--- src/rtl/cpu_seq_ctrl_if.sv ---
// Sequencer <-> datapath/memory control bundle.
// The master modport is the sequencer side; the slave modport is the datapath/memory side.
interface cpu_seq_ctrl_if;
  logic       run;
  logic [3:0] opcode;
  logic       zero;
  logic       mem_ack;
  logic       ir_load;
  logic       pc_inc;
  logic       pc_branch;
  logic [2:0] alu_ctrl;
  logic       alusrc;
  logic       radr2_sel;
  logic       memtoreg;
  logic       reg_write;
  logic       mem_req;
  logic       mem_we;
  logic       busy;
  logic       halted;

  modport master (
    input  run, opcode, zero, mem_ack,
    output ir_load, pc_inc, pc_branch, alu_ctrl, alusrc, radr2_sel, memtoreg,
           reg_write, mem_req, mem_we, busy, halted
  );

  modport slave (
    output run, opcode, zero, mem_ack,
    input  ir_load, pc_inc, pc_branch, alu_ctrl, alusrc, radr2_sel, memtoreg,
           reg_write, mem_req, mem_we, busy, halted
  );
endinterface

--- src/rtl/cpu_seq_ctrl.sv ---
// Multi-cycle FETCH/DECODE/EXEC/MEM/WB sequencer for the 16-bit CPU datapath.
// Define SEQ_PERF_EN to add the saturating instret/stall_cnt performance counters.
module cpu_seq_ctrl #(
  parameter int unsigned CNT_W   = 16,
  parameter logic [3:0]  HALT_OP = 4'hF
) (
  input  logic           clk,
  input  logic           rst,
  cpu_seq_ctrl_if.master bus
`ifdef SEQ_PERF_EN
  ,
  output logic [CNT_W-1:0] instret,
  output logic [CNT_W-1:0] stall_cnt
`endif
);

  if (CNT_W == 0) begin : g_bad_cnt_w
    $error("CNT_W must be nonzero");
  end

  typedef enum logic [2:0] {StIdle, StFetch, StDecode, StExec, StMem, StWb, StHalted} state_e;
  typedef enum logic [2:0] {KindAlu, KindLw, KindSw, KindBeq, KindNop} kind_e;

  state_e     state_q, state_d;
  kind_e      kind_q, kind_dec;
  logic [2:0] alu_ctrl_q, alu_dec;
  logic       alusrc_q, alusrc_dec;
  logic       radr2_sel_q, radr2_dec;
  logic       memtoreg_q, memtoreg_dec;
  logic       mem_we_q, mem_we_dec;
  logic       ctrl_load, retire;
  logic       ir_load, pc_inc, pc_branch, reg_write, mem_req, halted;

  always_comb begin
    kind_dec     = KindNop;
    alu_dec      = 3'b000;
    alusrc_dec   = 1'b0;
    radr2_dec    = 1'b0;
    memtoreg_dec = 1'b0;
    mem_we_dec   = 1'b0;
    if (!bus.opcode[3]) begin
      kind_dec = KindAlu;
      alu_dec  = bus.opcode[2:0];
    end else begin
      case (bus.opcode[2:0])
        3'd0: begin
          kind_dec   = KindAlu;
          alusrc_dec = 1'b1;
        end
        3'd1: begin
          kind_dec     = KindLw;
          alusrc_dec   = 1'b1;
          memtoreg_dec = 1'b1;
        end
        3'd2: begin
          kind_dec   = KindSw;
          alusrc_dec = 1'b1;
          radr2_dec  = 1'b1;
          mem_we_dec = 1'b1;
        end
        3'd3: begin
          kind_dec  = KindBeq;
          alu_dec   = 3'b001;
          radr2_dec = 1'b1;
        end
        default: kind_dec = KindNop;
      endcase
    end
  end

  always_comb begin
    state_d   = state_q;
    ctrl_load = 1'b0;
    retire    = 1'b0;
    ir_load   = 1'b0;
    pc_inc    = 1'b0;
    pc_branch = 1'b0;
    reg_write = 1'b0;
    mem_req   = 1'b0;
    halted    = 1'b0;
    case (state_q)
      StIdle: if (bus.run) state_d = StFetch;
      StFetch: begin
        ir_load = 1'b1;
        state_d = StDecode;
      end
      StDecode: begin
        if (bus.opcode == HALT_OP) begin
          state_d = StHalted;
        end else begin
          ctrl_load = 1'b1;
          state_d   = StExec;
        end
      end
      StExec: begin
        case (kind_q)
          KindAlu:        state_d = StWb;
          KindLw, KindSw: state_d = StMem;
          KindBeq: begin
            pc_branch = bus.zero;
            pc_inc    = ~bus.zero;
            retire    = 1'b1;
          end
          default: begin
            pc_inc = 1'b1;
            retire = 1'b1;
          end
        endcase
      end
      StMem: begin
        mem_req = 1'b1;
        if (bus.mem_ack) begin
          if (kind_q == KindSw) begin
            pc_inc = 1'b1;
            retire = 1'b1;
          end else begin
            state_d = StWb;
          end
        end
      end
      StWb: begin
        reg_write = 1'b1;
        pc_inc    = 1'b1;
        retire    = 1'b1;
      end
      StHalted: halted = 1'b1;
      default:  state_d = StIdle;
    endcase
    // run is only consulted at instruction boundaries, so dropping it never aborts
    if (retire) state_d = bus.run ? StFetch : StIdle;
  end

  always_ff @(posedge clk) begin
    if (rst) begin
      state_q     <= StIdle;
      kind_q      <= KindNop;
      alu_ctrl_q  <= 3'b000;
      alusrc_q    <= 1'b0;
      radr2_sel_q <= 1'b0;
      memtoreg_q  <= 1'b0;
      mem_we_q    <= 1'b0;
    end else begin
      state_q <= state_d;
      if (ctrl_load) begin
        kind_q      <= kind_dec;
        alu_ctrl_q  <= alu_dec;
        alusrc_q    <= alusrc_dec;
        radr2_sel_q <= radr2_dec;
        memtoreg_q  <= memtoreg_dec;
        mem_we_q    <= mem_we_dec;
      end
    end
  end

  assign bus.ir_load   = ir_load;
  assign bus.pc_inc    = pc_inc;
  assign bus.pc_branch = pc_branch;
  assign bus.reg_write = reg_write;
  assign bus.mem_req   = mem_req;
  assign bus.halted    = halted;
  assign bus.busy      = (state_q != StIdle) && (state_q != StHalted);
  assign bus.alu_ctrl  = alu_ctrl_q;
  assign bus.alusrc    = alusrc_q;
  assign bus.radr2_sel = radr2_sel_q;
  assign bus.memtoreg  = memtoreg_q;
  assign bus.mem_we    = mem_we_q;

`ifdef SEQ_PERF_EN
  localparam logic [CNT_W-1:0] CntOne = CNT_W'(1);

  logic [CNT_W-1:0] instret_q, stall_q;

  always_ff @(posedge clk) begin
    if (rst) begin
      instret_q <= '0;
      stall_q   <= '0;
    end else begin
      if (retire && (instret_q != '1)) instret_q <= instret_q + CntOne;
      if ((state_q == StMem) && !bus.mem_ack && (stall_q != '1)) stall_q <= stall_q + CntOne;
    end
  end

  assign instret   = instret_q;
  assign stall_cnt = stall_q;
`endif

endmodule
--- src/flat_wrapper.sv ---
// flat-port wrapper written by rule: the top's interface ports become plain ports
module cpu_seq_ctrl_flat 
#(
  parameter int unsigned CNT_W   = 16,
  parameter logic [3:0]  HALT_OP = 4'hF
)
  (clk, rst, bus_run, bus_opcode, bus_zero, bus_mem_ack, bus_ir_load, bus_pc_inc, bus_pc_branch, bus_alu_ctrl, bus_alusrc, bus_radr2_sel, bus_memtoreg, bus_reg_write, bus_mem_req, bus_mem_we, bus_busy, bus_halted);
  cpu_seq_ctrl_if bus_i ();
  input  logic clk;
  input  logic rst;
  input wire logic [$bits(bus_i.run)-1:0] bus_run;
  input wire logic [$bits(bus_i.opcode)-1:0] bus_opcode;
  input wire logic [$bits(bus_i.zero)-1:0] bus_zero;
  input wire logic [$bits(bus_i.mem_ack)-1:0] bus_mem_ack;
  output wire logic [$bits(bus_i.ir_load)-1:0] bus_ir_load;
  output wire logic [$bits(bus_i.pc_inc)-1:0] bus_pc_inc;
  output wire logic [$bits(bus_i.pc_branch)-1:0] bus_pc_branch;
  output wire logic [$bits(bus_i.alu_ctrl)-1:0] bus_alu_ctrl;
  output wire logic [$bits(bus_i.alusrc)-1:0] bus_alusrc;
  output wire logic [$bits(bus_i.radr2_sel)-1:0] bus_radr2_sel;
  output wire logic [$bits(bus_i.memtoreg)-1:0] bus_memtoreg;
  output wire logic [$bits(bus_i.reg_write)-1:0] bus_reg_write;
  output wire logic [$bits(bus_i.mem_req)-1:0] bus_mem_req;
  output wire logic [$bits(bus_i.mem_we)-1:0] bus_mem_we;
  output wire logic [$bits(bus_i.busy)-1:0] bus_busy;
  output wire logic [$bits(bus_i.halted)-1:0] bus_halted;
  assign bus_i.run = bus_run;
  assign bus_i.opcode = bus_opcode;
  assign bus_i.zero = bus_zero;
  assign bus_i.mem_ack = bus_mem_ack;
  assign bus_ir_load = bus_i.ir_load;
  assign bus_pc_inc = bus_i.pc_inc;
  assign bus_pc_branch = bus_i.pc_branch;
  assign bus_alu_ctrl = bus_i.alu_ctrl;
  assign bus_alusrc = bus_i.alusrc;
  assign bus_radr2_sel = bus_i.radr2_sel;
  assign bus_memtoreg = bus_i.memtoreg;
  assign bus_reg_write = bus_i.reg_write;
  assign bus_mem_req = bus_i.mem_req;
  assign bus_mem_we = bus_i.mem_we;
  assign bus_busy = bus_i.busy;
  assign bus_halted = bus_i.halted;
  cpu_seq_ctrl #(.CNT_W(CNT_W), .HALT_OP(HALT_OP)) u_core (.clk(clk), .rst(rst), .bus(bus_i));
endmodule
--- config.mk ---
export PLATFORM = sky130hd
export DESIGN_NAME = cpu_seq_ctrl_flat
export DESIGN_NICKNAME = d
export VERILOG_FILES = /design/src/rtl/cpu_seq_ctrl_if.sv /design/src/rtl/cpu_seq_ctrl.sv /design/src/flat_wrapper.sv
export SDC_FILE = /design/constraint.sdc
export NUM_CORES = 1
export LEC_CHECK = 0
export CORE_MARGIN = 2
export CORE_UTILIZATION = 45
export DETAILED_ROUTE_END_ITERATION = 6
export DONT_BUFFER_PORTS = 1
export GPL_TIMING_DRIVEN = 0
export PLACE_DENSITY = 0.67
export RECOVER_POWER = 25
export SYNTH_ARGS = -nofsm -noshare
export SYNTH_HDL_FRONTEND = slang
export SYNTH_SLANG_ARGS = --single-unit
export TNS_END_PERCENT = 10
--- constraint.sdc ---
create_clock -name clk -period 1.7 [get_ports clk]
set_input_delay 0.34 -clock clk [delete_from_list [all_inputs] [get_ports clk]]
set_output_delay 0.34 -clock clk [all_outputs]
set_load 0.02 [all_outputs]
Word-level counts from Yosys, hierarchy flattened
Index checks and enable logic that the tools add are counted.

Equal/unequal tests: 19. Multiplexer cells: 34. Bitwise operators: 1. Reductions and logical operators: 11.

Operators with widths (number): two-way mux 1 bit (21); two-way mux 3 bit (7); equality test 3 x 2 -> 1 bit (second input constant) (6); one-hot mux 3 bit (6 select lines) (1); one-hot mux 3 bit (4 select lines) (1); equality test 3 x 1 -> 1 bit (second input constant) (3); equality test 3 bit (second input constant) (3); logical NOT 3 bit (3); != test 3 x 2 -> 1 bit (second input constant) (3); one-hot mux 1 bit (3 select lines) (2); one-hot mux 3 bit (2 select lines) (1); OR reduction 2 bit (3); OR reduction 3 bit (2); AND reduction 5 bit (1); equality test 4 bit (second input constant) (1); != test 4 x 3 -> 1 bit (second input constant) (1); != test 3 bit (second input constant) (1); nonzero test 3 bit (1); != test 2 x 1 -> 1 bit (second input constant) (1); one-hot mux 1 bit (2 select lines) (1); logical AND 1 bit (1); NOT 1 bit (1).

Register bits after elaboration: 13. Word-level logic and storage cells: 72.

Depth between registers and ports, before layout
Word-level depth: 6. Depth in mapped cells: 5. Depth with buffers taken out: 4.

Least setup slack after synthesis
Ideal clock, no wire load.

Path type: reg2out. Start: reg u_core.kind_q[1]. End: out bus_pc_branch. Arrival: 1315 ps. Required time: 1360 ps. Slack: 45 ps. Stages on the path, launching flop included: 3. Path buffers: 0. Cell sequence: dfxtp_1 > nand2_1 > nor4_1.

Longest elaborated chain between the ends: 3.

RTL lines: from (decl) (RTL line cpu_seq_ctrl.sv:25) `kind_e kind_q, kind_dec;`; from (signal assigned) (RTL line cpu_seq_ctrl.sv:136) `kind_q <= KindNop;`; from (signal assigned) (RTL line cpu_seq_ctrl.sv:145) `kind_q <= kind_dec;`; equality test 3 x 2 -> 1 bit (RTL line cpu_seq_ctrl.sv:96) `case (kind_q)`; two-way mux 1 bit (RTL line cpu_seq_ctrl.sv:96); two-way mux 1 bit (RTL line cpu_seq_ctrl.sv:81) `case (state_q)`; to (decl) (RTL line flat_wrapper.sv:17) `output wire logic [$bits(bus_i.pc_branch)-1:0] bus_pc_branch;`.

No other way between the ends.

Final worst setup path
Start: reg u_core.kind_q[1]. End: out bus_pc_inc.

Longest elaborated chain between the ends: 4. Elaborated cells between the ends (all ways): 9. Classes of those cells: 3 x eq/ne; 4 x mux; 2 x reduce/logical.

RTL lines: equality test 3 x 1 -> 1 bit (tied with other cells) (RTL line cpu_seq_ctrl.sv:96); OR reduction 3 bit (no line) / two-way mux 1 bit (equally long branches); one-hot mux 1 bit (2 select lines) / two-way mux 1 bit (equally long branches) (RTL line cpu_seq_ctrl.sv:96, cpu_seq_ctrl.sv:112); one-hot mux 1 bit (3 select lines) * (RTL line cpu_seq_ctrl.sv:81); to (decl) (RTL line flat_wrapper.sv:16) `output wire logic [$bits(bus_i.pc_inc)-1:0] bus_pc_inc;`.

Mark *: on every way between the ends. The rest lies on a longest branch, timed or not.

==> qor.txt <==
status -> finished clean
commonest non-fill, non-tap cell in the layout -> nor2_1
Post-Synth XOR/XNOR Area -> 3.59%
class of the worst hold path -> primary input to flop
final worst setup slack -> 0.0312 ns
row cnt -> 14
Post-route DRC -> 0
Initial Util -> 47.4%
Final TNS setup -> 0 ns
WHS Endpoint -> u_core.state_q[0]
Critical Setup Path Class -> flop to output port
leakage dissipation -> 0.287 nW
nets@finish -> 102
GR Overflow Total -> 0
first-pass GRT wire length -> 2.39 mm
Post-synth EDFFs -> 0
critical path startpoint -> u_core.kind_q[1]
Slew Viols, Final -> 0
placer congestion estimate -> 0.810
clk sinks -> 12
FF-to-FF Start -> u_core.state_q[1]
DR iter-0 viols -> 11
Post-Route WL -> 1.52 mm
slew margin rel. -> 72.5%
hold path cells -> 1
fillers -> 140
antenna-violating nets left -> 0
input/output buffers -> 0
RSZ-0062 raised after global routing -> yes
sequential share of the synthesized area -> 34.5%
I/O pins -> 23
largest net degree at the start of global routing -> 11
Synth Warn # -> 0
Fin. Hold Viols -> 0
Worst Max-Slew Pin Slew -> 0.412 ns
Startpoint Class -> flop
Pre-antenna DRT Iters -> 4
die area -> 1880 sq um
critical path arrival -> 1.33 ns
Die Span Y -> 43.4 microns
f_max -> 0.599 GHz
Seq cells post-synth -> 12
combined area of the multi-input logic cells -> 449 sq um
most frequent cells in the layout -> nor2_1, dfxtp_1, nand2_1
Reg2Reg Setup Slack -> 0.17 ns
clk buf depth -> 2
Worst Skew -> 0.00578 ns
post-CTS resize count -> 5
max-cap check violation count -> 0
initial antenna violation count -> 0
Pwr Density -> 985 nW/um^2
via-per-instance ratio -> 5.91
final cycle utilization of the critical path -> 98.2%
multiplexer share of the synthesized area -> 1.62%
Post-Synth Simple-Gate Area -> 28.0%
vias post-DR -> 638
drt wl/cell -> 14.0 microns
clk root buf -> clkbuf_4
postcts setup bufs -> 0
slowest stage delay, CP -> 0.41 ns
final setup fails -> 0
CP Max Fanout -> 6
Final Critical Period -> 1.67 ns
Crit path max-delay family -> compound AO/OA/AOI/OAI gates
Worst-path clk slew -> 0.07 ns
Buf/Inv on CP -> 0
Synth Net Count -> 97
worst-path cell chain -> nand2_1 > o21ai_0 > a21boi_1 > o22ai_4
Total GRT Usage -> 16.8%
library cells used by synthesis -> 37
clk_lat worst skew -> 0.27 ns
mean post-synth cell area -> 7.92 sq um
vias in the first global route -> 582
FF-to-FF End -> u_core.kind_q[1]
placeable core region -> 1470 sq um
required time of the critical path -> 1.36 ns
Synth Area in Adders -> 0%
FF-to-FF path depth -> 4
layout cells sized above 1 -> 21.7%
kind of end point of the critical path -> output port
register area -> 246 sq um
Slowest cell on crit path -> dfxtp_4
Hold Startpoint -> rst
Syn Std Cell Area -> 697 sq um
pre-CTS setup slack -> -0.0352 ns
CTS tree -> done
Peak VDD IR -> 0.000490 V
final core occ -> 54.7%
CTS Hold Bufs -> 0
Num CTS Buffers -> 3
htree depth -> 1
main combinational cell family by area after synthesis -> simple AND/OR/NAND/NOR gates
Main synth FF type -> dfxtp_1
Synth async-reset ratio -> 0%
Compound-Gate Fraction of Synth Area -> 25.1%
die width -> 43.4 microns
synthesized instance count -> 88
Area Overhead vs Synth -> 15.4%
# diodes -> 0
==> layer usage <==
layer / GRT usage [%] / vias up / share of wire, %
met3: 5.00 / 2 / 7.7
met4: 9.09 / 0 / 1.2
met5: 0 / - / 0
met2: 26.9 / 17 / 48
met1: 20.3 / 292 / 43
li1: - / 327 / -
==> through the flow <==
stage	hold slack [ns]	instances	instance area [sq um]	power [W]
after floorplan	0.445	88	697	0.000517
after global placement	0.457	104	717	0.000551
after detailed placement	0.455	104	717	0.000550
after CTS	0.172	108	774	0.000786
after global routing	0.167	108	805	0.000837
final	0.175	108	805	0.000792
==> Yosys cell counts (2+ instances only) <==
cell / n / area share, %
nand2_1: 8 / 4.3
a211oi_1: 2 / 2.2
or2_1: 2 / 1.8
o21ai_0: 5 / 3.6
o22ai_1: 2 / 1.8
a22oi_1: 2 / 2.2
dfxtp_1: 12 / 34
nor2_1: 13 / 7.0
nand3_1: 2 / 1.4
a21oi_1: 6 / 4.3
a32oi_1: 3 / 3.8
inv_1: 6 / 3.2
==> worst register-to-register path: stages (launching register included) <==
cell,delay [ns]
dfxtp_1,0.34
buf_6,0.15
or3b_4,0.40
or4_1,0.40
a21oi_1,0.16
==> sequential cells by signal (all words and copies together), names as in the netlist <==
signal               flops
u_core.bus.alu_ctrl      3
u_core.bus.alusrc        1
u_core.bus.mem_we        1
u_core.bus.memtoreg      1
u_core.kind_q            3
u_core.state_q           3
==> power breakdown <==
part	leakage (nW)	switching, W	internal, W
Clock	0.0210	0.0000954	0.000130
Combinational	0.167	0.000148	0.0000925
Sequential	0.0993	0.0000241	0.000303
Total	0.287	0.000267	0.000525
==> worst max path at each step <==
stage / slack [ns] / to / depth (start not counted)
global route: -0.04 / bus_pc_inc / 4
detailed placement: -0.04 / bus_pc_branch / 2
floorplan: 0.05 / bus_pc_branch / 2
finish: 0.03 / bus_pc_inc / 4
CTS: -0.07 / bus_pc_inc / 2
global placement: -0.03 / bus_pc_branch / 2
==> kinds of logic after synthesis <==
family | Yosys count
muxes | 1
and+or+nand+nor | 37
buffers and inverters | 10
xor gates and xnor gates | 2
AOI/OAI and AO/OA | 26
DFF | 12
==> cell type report <==
cell class / count / share of cell area, %
Inverter: 6 / 2.80
Tap cell: 16 / 2.49
Sequential cell: 12 / 30.6
Clock buffer: 4 / 4.51
Multi-Input combinational cell: 66 / 55.8
Buffer: 4 / 3.73
Note: power is estimated with default switching activity, not from simulation.
